[src/rtl/uart_tx_buffered.sv]
// uart_tx_buffered
//   Buffered UART transmitter. Words written through a FIFO are serialised
//   LSB first as: start bit, DATA_BITS data bits, optional parity bit,
//   STOP_BITS stop bits. The line only changes on clk edges where
//   tx_baud_tick is high, so each level lasts exactly one tick interval.
//   Queued frames go out back-to-back while tx_enable stays high.
//
// Ports
//   clk           system clock, rising edge
//   rst_n         asynchronous active-low reset; aborts any frame, flushes FIFO
//   tx_baud_tick  one-clk pulse per bit period
//   tx_data       write data (sampled only when the write is accepted)
//   tx_valid      write request
//   tx_ready      FIFO not full
//   tx_enable     1 = frames may start, 0 = hold the queue
//   tx_pin        registered serial line, idle high
//   tx_busy       frame in progress
//   fifo_count    words queued, 0..FIFO_DEPTH
//
// state | meaning
// IDLE  | line high, waiting for a tick with data queued and tx_enable set
// START | start bit (low) on the line
// DATA  | data bits on the line, LSB first
// PAR   | parity bit on the line
// STOP  | stop bit(s) on the line; may chain straight into the next START

module uart_tx_buffered #(
  parameter  int DATA_BITS  = 8,
  parameter  int PARITY     = 0,
  parameter  int STOP_BITS  = 1,
  parameter  int FIFO_DEPTH = 16,
  localparam int AW         = $clog2(FIFO_DEPTH)
) (
  input  logic                 clk,
  input  logic                 rst_n,
  input  logic                 tx_baud_tick,
  input  logic [DATA_BITS-1:0] tx_data,
  input  logic                 tx_valid,
  output logic                 tx_ready,
  input  logic                 tx_enable,
  output logic                 tx_pin,
  output logic                 tx_busy,
  output logic [AW:0]          fifo_count
);

  localparam int BW = $clog2(DATA_BITS);

  typedef enum logic [2:0] {IDLE, START, DATA, PAR, STOP} state_t;

  logic [DATA_BITS-1:0] r_mem [FIFO_DEPTH];
  logic [AW-1:0]        r_wr_ptr;
  logic [AW-1:0]        r_rd_ptr;
  logic [AW:0]          r_count;

  state_t               r_state,    w_state_nxt;
  logic [DATA_BITS-1:0] r_shift,    w_shift_nxt;
  logic                 r_parity,   w_parity_nxt;
  logic [BW-1:0]        r_bit_cnt,  w_bit_cnt_nxt;
  logic                 r_stop_cnt, w_stop_cnt_nxt;
  logic                 r_tx_pin,   w_tx_pin_nxt;

  logic                 w_wr;
  logic                 w_pop;
  logic                 w_can_start;
  logic [DATA_BITS-1:0] w_head;
  logic                 w_head_parity;

  // tx_ready depends only on the registered count, so a pop in the same
  // cycle never lets a write into a full FIFO.
  assign tx_ready      = (r_count != (AW+1)'(FIFO_DEPTH));
  assign w_wr          = tx_valid && tx_ready;
  assign w_can_start   = (r_count != '0) && tx_enable;
  assign w_head        = r_mem[r_rd_ptr];
  assign w_head_parity = (PARITY == 2) ? ~^w_head : ^w_head;

  assign tx_pin     = r_tx_pin;
  assign tx_busy    = (r_state != IDLE);
  assign fifo_count = r_count;

  // FIFO storage needs no reset; the pointers and count define validity.
  always_ff @(posedge clk) begin
    if (w_wr) begin
      r_mem[r_wr_ptr] <= tx_data;
    end
  end

  always_ff @(posedge clk or negedge rst_n) begin
    if (!rst_n) begin
      r_wr_ptr <= '0;
      r_rd_ptr <= '0;
      r_count  <= '0;
    end else begin
      if (w_wr) begin
        r_wr_ptr <= r_wr_ptr + AW'(1);
      end
      if (w_pop) begin
        r_rd_ptr <= r_rd_ptr + AW'(1);
      end
      case ({w_wr, w_pop})
        2'b10:   r_count <= r_count + (AW+1)'(1);
        2'b01:   r_count <= r_count - (AW+1)'(1);
        default: r_count <= r_count;
      endcase
    end
  end

  always_ff @(posedge clk or negedge rst_n) begin
    if (!rst_n) begin
      r_state    <= IDLE;
      r_shift    <= '0;
      r_parity   <= 1'b0;
      r_bit_cnt  <= '0;
      r_stop_cnt <= 1'b0;
      r_tx_pin   <= 1'b1;
    end else begin
      r_state    <= w_state_nxt;
      r_shift    <= w_shift_nxt;
      r_parity   <= w_parity_nxt;
      r_bit_cnt  <= w_bit_cnt_nxt;
      r_stop_cnt <= w_stop_cnt_nxt;
      r_tx_pin   <= w_tx_pin_nxt;
    end
  end

  always_comb begin
    w_state_nxt    = r_state;
    w_shift_nxt    = r_shift;
    w_parity_nxt   = r_parity;
    w_bit_cnt_nxt  = r_bit_cnt;
    w_stop_cnt_nxt = r_stop_cnt;
    w_tx_pin_nxt   = r_tx_pin;
    w_pop          = 1'b0;

    if (tx_baud_tick) begin
      case (r_state)
        IDLE: begin
          w_tx_pin_nxt = 1'b1;
          if (w_can_start) begin
            w_pop        = 1'b1;
            w_shift_nxt  = w_head;
            w_parity_nxt = w_head_parity;
            w_tx_pin_nxt = 1'b0;
            w_state_nxt  = START;
          end
        end
        START: begin
          w_tx_pin_nxt  = r_shift[0];
          w_shift_nxt   = r_shift >> 1;
          w_bit_cnt_nxt = '0;
          w_state_nxt   = DATA;
        end
        DATA: begin
          if (r_bit_cnt == BW'(DATA_BITS - 1)) begin
            if (PARITY != 0) begin
              w_tx_pin_nxt = r_parity;
              w_state_nxt  = PAR;
            end else begin
              w_tx_pin_nxt   = 1'b1;
              w_stop_cnt_nxt = 1'b0;
              w_state_nxt    = STOP;
            end
          end else begin
            w_tx_pin_nxt  = r_shift[0];
            w_shift_nxt   = r_shift >> 1;
            w_bit_cnt_nxt = r_bit_cnt + BW'(1);
          end
        end
        PAR: begin
          w_tx_pin_nxt   = 1'b1;
          w_stop_cnt_nxt = 1'b0;
          w_state_nxt    = STOP;
        end
        STOP: begin
          if (r_stop_cnt == 1'(STOP_BITS - 1)) begin
            if (w_can_start) begin
              // chain directly into the next frame, no idle bit between
              w_pop        = 1'b1;
              w_shift_nxt  = w_head;
              w_parity_nxt = w_head_parity;
              w_tx_pin_nxt = 1'b0;
              w_state_nxt  = START;
            end else begin
              w_state_nxt = IDLE;
            end
          end else begin
            w_stop_cnt_nxt = r_stop_cnt + 1'b1;
          end
        end
        default: begin
          w_tx_pin_nxt = 1'b1;
          w_state_nxt  = IDLE;
        end
      endcase
    end
  end

endmodule

[config.mk]
export PLATFORM = sky130hd
export DESIGN_NAME = uart_tx_buffered
export DESIGN_NICKNAME = d
export VERILOG_FILES = /design/src/rtl/uart_tx_buffered.sv
export SDC_FILE = /design/constraint.sdc
export NUM_CORES = 1
export LEC_CHECK = 0
export CAP_MARGIN = 10
export CELL_PAD_IN_SITES_DETAIL_PLACEMENT = 1
export CELL_PAD_IN_SITES_GLOBAL_PLACEMENT = 2
export CORE_MARGIN = 3
export CORE_UTILIZATION = 49
export DETAILED_ROUTE_END_ITERATION = 10
export PLACE_DENSITY_LB_ADDON = 0.08
export SLEW_MARGIN = 5
export SYNTH_ARGS = -nofsm -noshare
export SYNTH_HDL_FRONTEND = slang
export SYNTH_SLANG_ARGS = --single-unit
[constraint.sdc]
create_clock -name clk -period 6.35 [get_ports clk]
set_input_delay 1.5875 -clock clk [delete_from_list [all_inputs] [get_ports clk]]
set_output_delay 1.5875 -clock clk [all_outputs]
set_load 0.05 [all_outputs]
Yosys cells after proc, flatten, opt, wreduce, memory -nomap -nowiden
Memory sizes are Yosys's and may differ from the RTL's.
Cells that the tools add are included.
- flip-flop bits (word level): 29
- bits in latches: 0
- bits in writable memories: 128
- bits in read-only memories: 0
- bits of input ports: 13
- memories kept: 1
- $add $sub $neg: 6
- $mul: 0
- div/mod/pow operators: 0
- $lt $le $gt $ge: 0
- eq/ne operators: 13
- shift-type cells: 0
- multiplexer cells: 26
- bitwise operators: 0
- reductions and logical operators: 14
- memory list (memory ; words ; width ; read ports ; clocked after memory_dff ; wr ports ; RTL line ; source):
    r_mem ; 16 ; 8 ; 1 ; 0 ; 1 ; 50 ; logic [DATA_BITS-1:0] r_mem [FIFO_DEPTH];
- operators by type and width (cell ; number):
    $pmux 8 s4 ; 1
    $mux 8 ; 3
    $pmux 3 s5 ; 1
    $mux 1 ; 12
    $mux 3 ; 4
    $ne 2x2->1 const B ; 5
    $pmux 5 s2 ; 1
    $reduce_and 3->1 ; 3
    $add 4x1->4 const B ; 2
    $reduce_and 4->1 ; 2
    $eq 3x2->1 const B ; 2
    $eq 3x3->1 const B ; 2
    $pmux 3 s2 ; 1
    $reduce_bool 3->1 ; 2
    $add 5x1->5 const B ; 1
    $ne 5x5->1 const B ; 1
    $reduce_bool 5->1 ; 1
    $sub 5x1->5 const B ; 1
    $pmux 1 s4 ; 1
    $reduce_bool 2->1 ; 2
    $reduce_bool 4->1 ; 1
    $add 3x1->3 const B ; 1
    $eq 3x1->1 const B ; 1
    $logic_not 3->1 ; 1
    other kinds (6) ; 7

Logic depth before layout (Yosys ltp)
- depth after elaboration: 8
- gate-level depth with buffers: 12
- depth with buffers taken out: 11

Least setup slack after synthesis
Ideal clock, no wire load.
- path type: input-to-reg
- start: in tx_baud_tick
- end: reg r_count[4], in the netlist fifo_count[4]
- library setup time: 0.148 ns
- data arrival time: 3.408 ns
- data required time: 6.202 ns
- slack: 2.794 ns
- stages: 9
- cell sequence: clkinv_1 nor4_4 ha_1 ha_1 a21o_1 a21oi_1 xor2_1 nor2_1 xor2_1
- longest elaborated chain between the ends: 3
- elaborated cells between the ends (all ways): 5
- those cells by class: 2 x eq/ne; 2 x mux; 1 x reduce/logical
- RTL lines (element ; RTL line ; source):
    start, declared ; 36 ; input logic tx_baud_tick,
    $mux 1 * ; 134 ; if (tx_baud_tick) begin
    via w_pop ; 63 ; logic w_pop;
    $eq 2x1->1 or $eq 2x2->1 (tied branches) ; 99 ; case ({w_wr, w_pop})
    $pmux 5 s2 or $reduce_bool 2->1 (tied branches) ; - ;
    end signal, assigned ; 100 ; 2'b10: r_count <= r_count + (AW+1)'(1);
    end signal, assigned ; 101 ; 2'b01: r_count <= r_count - (AW+1)'(1);
    end signal, assigned ; 102 ; default: r_count <= r_count;
    end, declared ; 53 ; logic [AW:0] r_count;
The timed path passes the listed nets; every way through them passes the cells marked *.
A chain may end at the register's enable or synchronous reset.

Worst setup path after layout
Ends and elaborated chain as after synthesis.

==> qor.txt <==
final setup violation count - 0
Setup CP Type - primary input to flip-flop
root buffer cell - clkbuf_16
fill cell count - 1190
Rel. slew slack - 0.2155
final hold violations - 0
final layout net count - 461
CP Capture Type - flip-flop
synth unique cells - 53
Hold-fix buffers, CTS - 0
GRT Resource Usage Total - 0.2056
IO buf count - 20
f_max - 251.6 MHz
most frequent cells in the layout - 128 x edfxtp_1, 56 x mux2i_1, 26 x a22oi_1, 26 x dfrtp_1, 21 x nor2_1
largest net degree at the start of global routing - 43
CTS Buf Count - 17
CP cell instances - clkdlybuf4s50_1, clkinv_1, nor4_4, ha_1, ha_1, a21o_1, a21oi_1, xor2_1, nor2_1, xor2_1
Final Critical Period - 3.974 ns
clk slew on worst S/H paths - 0.06 ns
crit start category - primary input
DRT Wirelength - 13.81 mm
Placer Congestion - 0.7300
setup_tns - 0 ns
Net Count, Synth - 439
Hold WC Path Type - flip-flop to flip-flop
maximum net fanout on the critical path - 7
Worst Hold Path EP - tx_pin
mapped cell area - 0.006589 sq mm
final worst slack - 2.376 ns
sequential fraction of the synthesis area - 0.6899
DIE WIDTH - 122.0 um
DR pass1 iterations - 4
H-tree levels - 4
RSZ-0062 raised after global routing - false
leak pwr - 2.637 nW
Inserted Diodes - 0
share of layout cells above drive strength 1 - 0.1269
Top FF cell, synth - edfxtp_1
Die ar. - 0.01487 sq mm
Worst path max stage delay - 0.52 ns
Post-Place Worst Slack - 1.963 ns
clk_lat worst skew - 0.41 ns
die height - 122.0 um
HP Start - tx_pin
antenna violations before repair - 0
RR Startpoint - fifo_count[0]
Via Count - 3558
DR iter-0 viols - 270
I/O pin count - 21
CTS sink count - 156
wire per inst - 22.24 um
post-route DRC violation count - 0
most common cell after layout, fill and taps aside - edfxtp_1
Mapped Cells - 414
status - completed
clk_skew - 0.004823 ns
Cell Rows - 41
Post-DRT Antenna Nets - 0
EDFF count, synth - 128
Detailed Place HPWL - 8.796 mm
share of flip-flops with an asynchronous set or reset - 0.1795
Core Region - 0.01288 sq mm
Avg Vias per Cell - 5.729
Slew @ Worst Pin - 1.168 ns
slowest stage cell, crit path - clkdlybuf4s50_1
first-pass GRT wire length - 22.43 mm
Hold Path Cell Cnt - 2
starting density of the core - 0.5117
Area Overhead vs Synth - 13.71%
Setup Fix Bufs, Post-CTS - 0
Reg2Reg Depth - 10
worst reg2reg endpoint - fifo_count[4]
Worst VDD drop - 0.2247 mV
fin crit share - 0.6258
final slew viol count - 0
CTS tree - built
vias in the first global route - 3931
CTS resizes - 0
flops & latches, synth - 156
Pwr Density - 469.8 mW/mm^2
Ys Warns - 0
CP required - 6.64 ns
Syn Area/Cell - 15.92 sq um
R2R setup slack - 3.37 ns
number of max-cap violations - 0
crit path DAT - 4.26 ns
grt total ovfl - 0
Max Root-Sink Buffers - 2
worst max-delay path, delay by kind of cell:
| family | cells | cell delay [ns] |
|---|---|---|
| AOI/OAI and AO/OA | 2 | 0.34 |
| xor gates and xnor gates | 2 | 0.30 |
| adders and majority gates | 2 | 0.72 |
| buffers and inverters | 2 | 0.74 |
| and+or+nand+nor | 2 | 0.56 |
flip-flops by register name, indices dropped and copies added, names as in the netlist:
name,cells
r_bit_cnt,3
r_mem,128
r_rd_ptr,4
tx_pin,1
r_state,3
r_wr_ptr,4
r_shift,8
fifo_count,5
worst max path at each step:
stage	from	end	slack (ns)
after CTS	tx_baud_tick	fifo_count[4]	2.38
after global placement	tx_baud_tick	fifo_count[4]	2.06
after global routing	tx_baud_tick	fifo_count[4]	2.17
after floorplan	tx_baud_tick	fifo_count[4]	2.79
after detailed placement	tx_baud_tick	fifo_count[4]	1.96
final	tx_baud_tick	fifo_count[4]	2.38
cell usage after synthesis, types with 2 or more instances:
cell        n  area, sq um
a21oi_1     7        35.03
nor2_2      3        18.77
xnor2_1     7        61.31
edfxtp_1  128         3844
a31oi_2     3        37.54
and2_1      2        12.51
mux4_2      4        90.09
a22o_1      6        52.55
a31oi_1     5        31.28
clkbuf_1    2        7.510
nor2_1     21        78.83
buf_6       4        45.04
buf_2      13        65.06
a32oi_1     7        61.31
a21o_1      2        15.01
nand4_1     3        18.77
mux2_2      2        22.52
nand2_1    11        41.29
nand2b_1    5        31.28
nor3_1      6        30.03
nor2b_1     4        25.02
o21ai_0     6        30.03
xor2_1      4        35.03
ha_1       11        137.6
dfrtp_1    27        675.7
nand3_1     7        35.03
nand3b_1    2        15.01
inv_1       4        15.01
a22oi_1    26        195.2
mux2i_1    56        560.5
a21oi_2     2        17.52
buf_4       3        22.52
report_power, final:
| group | total [mW] | switching (mW) | leakage, nW | internal, mW |
|---|---|---|---|---|
| Clock | 0.984 | 0.374 | 0.280 | 0.610 |
| Sequential | 1.48 | 0.196 | 1.49 | 1.28 |
| Combinational | 1.06 | 0.619 | 0.867 | 0.439 |
area by class of cell:
cell class,instances,area (sq um),share of cell area
sequential,156,4547,0.6069
multi-input combinational,230,1881,0.2510
clock buffer,18,429.2,0.05728
timing repair buffer,26,249.0,0.03323
tap,172,215.2,0.02872
clock inverter,14,152.6,0.02037
inverter,5,18.77,0.002505
through the flow:
stage	hold slack [ns]	util	area, sq um	instances	total power [mW]
finish	0.5239	0.5819	7492	621	3.520
global route	0.5611	0.5819	7492	621	3.712
CTS	0.5314	0.5810	7481	620	3.540
detailed placement	0.5213	0.5358	6899	588	2.547
global placement	0.5195	0.5358	6899	588	2.515
floorplan	0.4737	-	6589	414	2.258
logic make-up (layout without fill, tap and decap cells):
logic type                 Yosys count  count (layout)  share of synthesized area
DFF                                156             156                     0.6899
AOI/OAI and AO/OA                   73              73                    0.08451
and+or+nand+nor                     71              71                    0.05792
muxes                               63              63                     0.1044
buffers and inverters               28              63                    0.02468
adders and majority gates           12              12                    0.02393
xor gates and xnor gates            11              11                    0.01462
metal layers:
| layer | vias up | part of all wire | track usage |
|---|---|---|---|
| met2 | 37 | 0.49 | 0.3222 |
| li1 | 1656 | - | - |
| met3 | 12 | 0.024 | 0.03482 |
| met4 | 0 | 0.0098 | 0.07423 |
| met5 | - | 0 | 0 |
| met1 | 1853 | 0.47 | 0.2924 |
Power figures use the tool's default switching activity.
